### config.mk
export PLATFORM = sky130hd
export DESIGN_NAME = rvvi_retire_collector
export DESIGN_NICKNAME = d
export VERILOG_FILES = /design/src/rtl/rvvi_retire_collector.sv
export SDC_FILE = /design/constraint.sdc
export NUM_CORES = 2
export LEC_CHECK = 0
export BUFFER_PORTS_ARGS = -buffer_cell sky130_fd_sc_hd__buf_4
export CAP_MARGIN = 20
export CORE_MARGIN = 1.5
export CORE_UTILIZATION = 30
export CTS_CLUSTER_DIAMETER = 30
export CTS_CLUSTER_SIZE = 24
export DETAILED_ROUTE_END_ITERATION = 10
export GPL_ROUTABILITY_DRIVEN = 0
export PLACE_DENSITY = 0.43
export SLEW_MARGIN = 10
export SYNTH_ARGS = -nofsm -noshare
export SYNTH_HDL_FRONTEND = slang
export SYNTH_SLANG_ARGS = --single-unit
### constraint.sdc
create_clock -name clk -period 45.5 [get_ports clk]
set_input_delay 2.275 -clock clk [delete_from_list [all_inputs] [get_ports clk]]
set_output_delay 2.275 -clock clk [all_outputs]
set_load 0.03 [all_outputs]
### src/rtl/rvvi_retire_collector.sv
// RVVI retirement collector: folds a token-level trace event stream into one record per RET/TRAP and queues records for the comparator.
// Optional RVVI_COLLECT_STATS_EN adds stat_ret/stat_trap counters of pushed records.
module rvvi_retire_collector #(
  parameter int XLEN  = 64,
  parameter int NHART = 4,
  parameter int DEPTH = 8
) (
  input  logic                      clk,
  input  logic                      rst_n,
  input  logic                      ev_valid,
  output logic                      ev_ready,
  input  logic [3:0]                ev_kind,
  input  logic [11:0]               ev_index,
  input  logic [XLEN-1:0]           ev_value,
  input  logic [31:0]               ev_insn,
  output logic                      rec_valid,
  input  logic                      rec_ready,
  output logic [XLEN-1:0]           rec_pc,
  output logic [31:0]               rec_insn,
  output logic                      rec_trap,
  output logic [XLEN-1:0]           rec_order,
  output logic [$clog2(NHART)-1:0]  rec_hart,
  output logic [7:0]                rec_issue,
  output logic                      rec_x_wb,
  output logic [4:0]                rec_x_idx,
  output logic [XLEN-1:0]           rec_x_data,
  output logic                      rec_f_wb,
  output logic [4:0]                rec_f_idx,
  output logic [XLEN-1:0]           rec_f_data,
  output logic [3:0]                rec_c_cnt,
  output logic [3:0]                err
`ifdef RVVI_COLLECT_STATS_EN
  ,
  output logic [31:0]               stat_ret,
  output logic [31:0]               stat_trap
`endif
);

  localparam int HW = $clog2(NHART);
  localparam int AW = $clog2(DEPTH);
  localparam logic [AW:0]      DEPTH_C = (AW+1)'(DEPTH);
  localparam logic [XLEN-1:0]  NHART_X = XLEN'(NHART);

  localparam logic [3:0] K_RET = 4'd0, K_TRAP = 4'd1, K_X = 4'd2, K_F = 4'd3, K_C = 4'd4,
                         K_HART = 4'd5, K_ORDER = 4'd6, K_ISSUE = 4'd7, K_EOL = 4'd8;

  typedef enum logic {IDLE, OPEN} state_e;

  typedef struct packed {
    logic [XLEN-1:0] pc;
    logic [31:0]     insn;
    logic            trap;
    logic [XLEN-1:0] order;
    logic [HW-1:0]   hart;
    logic [7:0]      issue;
    logic            x_wb;
    logic [4:0]      x_idx;
    logic [XLEN-1:0] x_data;
    logic            f_wb;
    logic [4:0]      f_idx;
    logic [XLEN-1:0] f_data;
    logic [3:0]      c_cnt;
  } rec_t;

  state_e          state_q;
  rec_t            open_q;
  logic [XLEN-1:0] order_q;
  logic [HW-1:0]   hart_q;
  logic [7:0]      issue_q;
  logic            autoinc_q;
  logic [3:0]      err_q;

  rec_t            mem_q [DEPTH];
  logic [AW-1:0]   wr_ptr_q, rd_ptr_q;
  logic [AW:0]     count_q;

  logic       needs_push, full, pop, push, accept;
  logic [7:0] issue_slot;
  rec_t       head;
  logic       unused_idx;

  assign unused_idx = ^ev_index[11:5];

  // Valid/ready: an event transfers on a cycle where ev_valid && ev_ready.
  // ev_ready drops only when the event must push into a full FIFO that is not popping this cycle.
  assign pop        = rec_valid && rec_ready;
  assign full       = (count_q == DEPTH_C);
  assign needs_push = (state_q == OPEN) &&
                      (ev_kind == K_RET || ev_kind == K_TRAP || ev_kind == K_EOL);
  assign ev_ready   = !(needs_push && full && !pop);
  assign accept     = ev_valid && ev_ready;
  assign push       = accept && needs_push;
  assign issue_slot = issue_q + {7'd0, autoinc_q};

  always_ff @(posedge clk or negedge rst_n) begin
    if (!rst_n) begin
      state_q   <= IDLE;
      open_q    <= '0;
      order_q   <= '0;
      hart_q    <= '0;
      issue_q   <= '0;
      autoinc_q <= 1'b0;
      err_q     <= '0;
    end else if (accept) begin
      case (ev_kind)
        K_RET, K_TRAP: begin
          issue_q      <= issue_slot;
          autoinc_q    <= 1'b1;
          open_q       <= '0;
          open_q.pc    <= ev_value;
          open_q.insn  <= ev_insn;
          open_q.trap  <= (ev_kind == K_TRAP);
          open_q.order <= order_q;
          open_q.hart  <= hart_q;
          open_q.issue <= issue_slot;
          order_q      <= order_q + 1'b1;
          state_q      <= OPEN;
        end
        K_X: begin
          if (state_q == OPEN) begin
            if (open_q.x_wb) err_q[1] <= 1'b1;
            open_q.x_wb   <= 1'b1;
            open_q.x_idx  <= ev_index[4:0];
            open_q.x_data <= ev_value;
          end else begin
            err_q[3] <= 1'b1;
          end
        end
        K_F: begin
          if (state_q == OPEN) begin
            if (open_q.f_wb) err_q[1] <= 1'b1;
            open_q.f_wb   <= 1'b1;
            open_q.f_idx  <= ev_index[4:0];
            open_q.f_data <= ev_value;
          end else begin
            err_q[3] <= 1'b1;
          end
        end
        K_C: begin
          if (state_q == OPEN) begin
            if (open_q.c_cnt != 4'hF) open_q.c_cnt <= open_q.c_cnt + 4'd1;
          end else begin
            err_q[3] <= 1'b1;
          end
        end
        K_HART: begin
          if (ev_value >= NHART_X) begin
            err_q[2] <= 1'b1;
            hart_q   <= '0;
          end else begin
            hart_q   <= ev_value[HW-1:0];
          end
          issue_q   <= '0;
          autoinc_q <= 1'b0;
        end
        K_ORDER: begin
          if (ev_value < order_q) err_q[0] <= 1'b1;
          order_q <= ev_value;
        end
        K_ISSUE: begin
          issue_q   <= ev_value[7:0];
          autoinc_q <= 1'b0;
        end
        K_EOL: begin
          state_q   <= IDLE;
          issue_q   <= '0;
          autoinc_q <= 1'b0;
        end
        default: err_q[3] <= 1'b1;
      endcase
    end
  end

  // Storage needs no reset: the count gates every output.
  always_ff @(posedge clk) begin
    if (push) mem_q[wr_ptr_q] <= open_q;
  end

  always_ff @(posedge clk or negedge rst_n) begin
    if (!rst_n) begin
      wr_ptr_q <= '0;
      rd_ptr_q <= '0;
      count_q  <= '0;
    end else begin
      if (push) wr_ptr_q <= wr_ptr_q + 1'b1;
      if (pop)  rd_ptr_q <= rd_ptr_q + 1'b1;
      case ({push, pop})
        2'b10:   count_q <= count_q + 1'b1;
        2'b01:   count_q <= count_q - 1'b1;
        default: count_q <= count_q;
      endcase
    end
  end

  assign rec_valid  = (count_q != '0);
  assign head       = rec_valid ? mem_q[rd_ptr_q] : '0;
  assign rec_pc     = head.pc;
  assign rec_insn   = head.insn;
  assign rec_trap   = head.trap;
  assign rec_order  = head.order;
  assign rec_hart   = head.hart;
  assign rec_issue  = head.issue;
  assign rec_x_wb   = head.x_wb;
  assign rec_x_idx  = head.x_idx;
  assign rec_x_data = head.x_data;
  assign rec_f_wb   = head.f_wb;
  assign rec_f_idx  = head.f_idx;
  assign rec_f_data = head.f_data;
  assign rec_c_cnt  = head.c_cnt;
  assign err        = err_q;

`ifdef RVVI_COLLECT_STATS_EN
  logic [31:0] stat_ret_q, stat_trap_q;

  always_ff @(posedge clk or negedge rst_n) begin
    if (!rst_n) begin
      stat_ret_q  <= '0;
      stat_trap_q <= '0;
    end else if (push) begin
      if (open_q.trap) begin
        if (stat_trap_q != 32'hFFFF_FFFF) stat_trap_q <= stat_trap_q + 32'd1;
      end else begin
        if (stat_ret_q != 32'hFFFF_FFFF) stat_ret_q <= stat_ret_q + 32'd1;
      end
    end
  end

  assign stat_ret  = stat_ret_q;
  assign stat_trap = stat_trap_q;
`endif

endmodule
==> impl_results.md <==
- Clock power share: 44.6%
- Fin. max-slew vios: 0
- Most frequent cells in the layout: edfxtp_1 (2520), clkbuf_16 (665), mux4_2 (630), buf_4 (541), nand2_1 (450)
- Share of layout cells above drive strength 1: around 31%
- Setup CP Type: register to primary output
- Overall power: 10.9 mW
- Seq/Total Area, Yosys: 75.4%
- Mapped Area: 114000 um2
- PD cells: 74.3 nW/um2
- Maximum VDD drop: 0.0000497 V
- Yosys reg bits: slightly below 3000
- # nets final: 6964
- Combinational power share: 24.9%
- Chip height: 619 um
- Cell taking the most area after synthesis: edfxtp_1
- P_leak: approximately 52 nW
- CORE AREA: 376000 um2
- Final setup vio count: 0
- Sw power: 3.42 mW
- CTS buffer count: about 660
- Starting DRC count in detailed routing: about 4700
- Slew @ Worst Pin: roughly 1.2 ns
- Worst Setup End Kind: primary output
- Fmax: 0.123 GHz
- Worst Skew: 0.0612 ns
- Final min period: 8.13 ns
- Status: finished, final reports clean
- CTS Sinks: 2925
- Clock transition at the registers of the reported paths: around 0.040 ns
- Hold_sp: autoinc_q$_DFFE_PN0P_
- Ports: 437
- Avg Cell Area, Syn: 19.3 um2
- Initial Util: 30.2%
- Most common cell after layout, fill and taps aside: edfxtp_1
- Row cnt: between 200 and 250
- Post-CTS sizing: 0
- Reg2Reg Capture Point: mem_q[4][31]$_DFFE_PP_
- Period utilization: 17.9%
- Fillers: between 30000 and 40000
- Max Buffers Root-to-Sink: 4
- Mux cell area share after synthesis: 15.3%
- Hold_buf cts: 0
- Clk_lat worst skew: 1.02 ns
- Arr. time, crit path: between 5 and 6 ns
- Crit start category: register
- Area share of the largest cell type after synthesis: 66.5%
- Asr flop ratio synth: 13.8%
- Worst slack, placed: between 30 and 40 ns
- Total track usage: 17.9%
- Antenna violations before repair: 32
- Area of the die: 383000 um2
- Syn Nets: ~6100
- Antenna-violating nets left: 0
- FF-to-FF Start: count_q[1]$_DFFE_PN0P_
- DRC Markers: 0
- First-pass iteration count of the detailed router: 5
- CTS H-tree lvls: 6
- Vias in the first global route: between 60000 and 70000
- Synth Warn #: 0
- Data required time of the worst path: 43.22 ns
- Largest net degree at the start of global routing: 118
- Die X: 619 um
- EDFF count, synth: 2520
- Simple-gate portion of the synthesized area: 3.89%
- Net Sw Frac: 31.5%
- Main synth FF type: edfxtp_1
- Total gr overflow: 0
- Fin. Hold Viols: 0
- CTS tree: built
- Pint: 7.45 mW
- Relative slew slack: 21.8%
- Via count: 60313
- RSZ-0062 raised after global routing: no
- First-pass GRT wire length: between 400000 and 500000 um
- Synth-to-Final Area Change: 28.6%
- Area share of fa/ha/maj cells after synthesis: 0.792%
- Hold worst-path end: autoinc_q$_DFFE_PN0P_
- Synth cell types: 78
- Setup_tns: 0 ns
- Max Cap Viol: 0
- WL/cell: 28.0 um
- Largest family of logic cells by synthesized area: multiplexers
- Post-Syn Instances: 5879
- Postcts setup bufs: 0
- HP Class: register to register
- Worst hold stages: 2
- Port Buffers: 429
- Peak fanout along the critical path: 42
- Reg2reg setup slack: 39.23 ns
- Final WL: 346000 um
- Dpl hpwl: 198000 um
- Top cells by area, synth: edfxtp_1 (67%), mux4_2 (12%), dfrtp_1 (8.9%), mux2i_1 (2.8%), nand2_1 (1.5%)
- XOR/XNOR Fraction of Synth Area: 0.131%
- Sequential share of power: 30.5%
- Vias/cell: around 4.9
- Reg2Reg Depth: 9
- Worst Setup Slack, final: 37.37 ns
- CTS root buf: clkbuf_16
- Synth Area in Compound Gates: between 3 and 4%
-- synth_stat cells, types with 10 or more instances --
cell and instances:
a31oi_1 11, o21ai_0 143, nand2_1 451, inv_1 66, dfrtp_1 405, mux2i_1 316, o22ai_1 19, nand4_1 33
a21oi_1 92, nor3_1 34, nor2_1 377, buf_2 102, a22o_1 139, a2bb2oi_1 12, a211oi_1 13, buf_4 18
edfxtp_1 2520, and3_1 11, ha_1 72, nor4_1 29, buf_1 51, nand3_1 30, xor2_1 10, clkbuf_1 147
or3_1 15, mux4_2 630
-- power by group through the flow --
stage / Sequential (mW) / Clock [mW] / Combinational [mW]
2_1_floorplan: 3.31 / 0 / 1.75
3_3_place_gp: 3.35 / 0 / 2.81
3_5_place_dp: 3.36 / 0 / 2.81
4_1_cts: 3.32 / 4.93 / 2.82
5_1_grt: 3.34 / 5.06 / 2.89
6_report: 3.32 / 4.85 / 2.71
-- worst max path at each step --
| stage | from | endpoint | slack [ns] | cells past startpoint |
|---|---|---|---|---|
| floorplan | ev_kind[3] | mem_q[0][0]$_DFFE_PP_ | 10.84 | 5 |
| global placement | ev_kind[0] | mem_q[4][28]$_DFFE_PP_ | 36.93 | 10 |
| detailed placement | ev_kind[0] | mem_q[4][29]$_DFFE_PP_ | 36.97 | 10 |
| CTS | rd_ptr_q[0]$_DFFE_PN0P_ | rec_pc[2] | 36.94 | 7 |
| global route | rd_ptr_q[0]$_DFFE_PN0P_ | rec_pc[2] | 36.84 | 7 |
| finish | rd_ptr_q[0]$_DFFE_PN0P_ | rec_f_data[8] | 37.37 | 7 |
-- cell type report --
cell class                 count  area (um2)  share of cell area (%)
antenna                       12        30.0                  0.0205
clock buffer                 809       17600                    12.0
clock inverter               426        5640                    3.85
inverter                      66         248                   0.169
multi-input combinational   2569       26400                    18.0
sequential                  2925       85800                    58.7
tap                         4994        6250                    4.27
timing repair buffer         552        4280                    2.92
-- flip-flops by register name, summed over array words and instances, names as in the netlist --
| register | flops |
|---|---|
| open_q | 315 |
| hart_q | 2 |
| issue_q | 8 |
| err | 4 |
| wr_ptr_q | 3 |
| autoinc_q | 1 |
| count_q | 4 |
| state_q | 1 |
| order_q | 64 |
| rd_ptr_q | 3 |
| mem_q | 2520 |
-- worst max-delay path, stage by stage (launching register included) --
cell	delay [ns]
dfrtp_4	0.86
buf_4	0.69
buf_4	0.68
buf_4	0.84
mux4_2	0.60
mux2i_1	0.70
nor2_1	0.12
buf_4	0.21
-- kinds of logic (layout without fill, tap and decap cells) --
| group | after synthesis | in the layout |
|---|---|---|
| flip-flops | 2925 | 2925 |
| AND/OR/NAND/NOR | 1026 | 1026 |
| multiplexers | 948 | 948 |
| AO/OA/AOI/OAI | 506 | 506 |
| buffers and inverters | 385 | 1853 |
| adder cells (fa/ha/maj) | 72 | 72 |
| XOR/XNOR | 17 | 17 |
| other | 0 | 12 |
-- per-stage QoR --
| stage | hold WS, ns | cell area [um2] | cells | utilization (%) |
|---|---|---|---|---|
| finish | 0.483 | 146000 | 12353 | 38.9 |
| CTS | 0.484 | 146000 | 12341 | 38.9 |
| floorplan | 0.439 | 114000 | 5879 | - |
| global route | 0.497 | 146000 | 12344 | 38.9 |
| detailed placement | 0.473 | 123000 | 11106 | 32.7 |
| global placement | 0.469 | 123000 | 11106 | 32.7 |
-- per-layer routing --
| layer | wire (um) | GRT usage, % |
|---|---|---|
| met3 | 16400 | 3.17 |
| met1 | 147000 | 23.2 |
| met4 | 7510 | 4.67 |
| met2 | 175000 | 30.8 |
| met5 | 145 | 0.189 |
No activity file was read; power rests on OpenSTA's default activity.
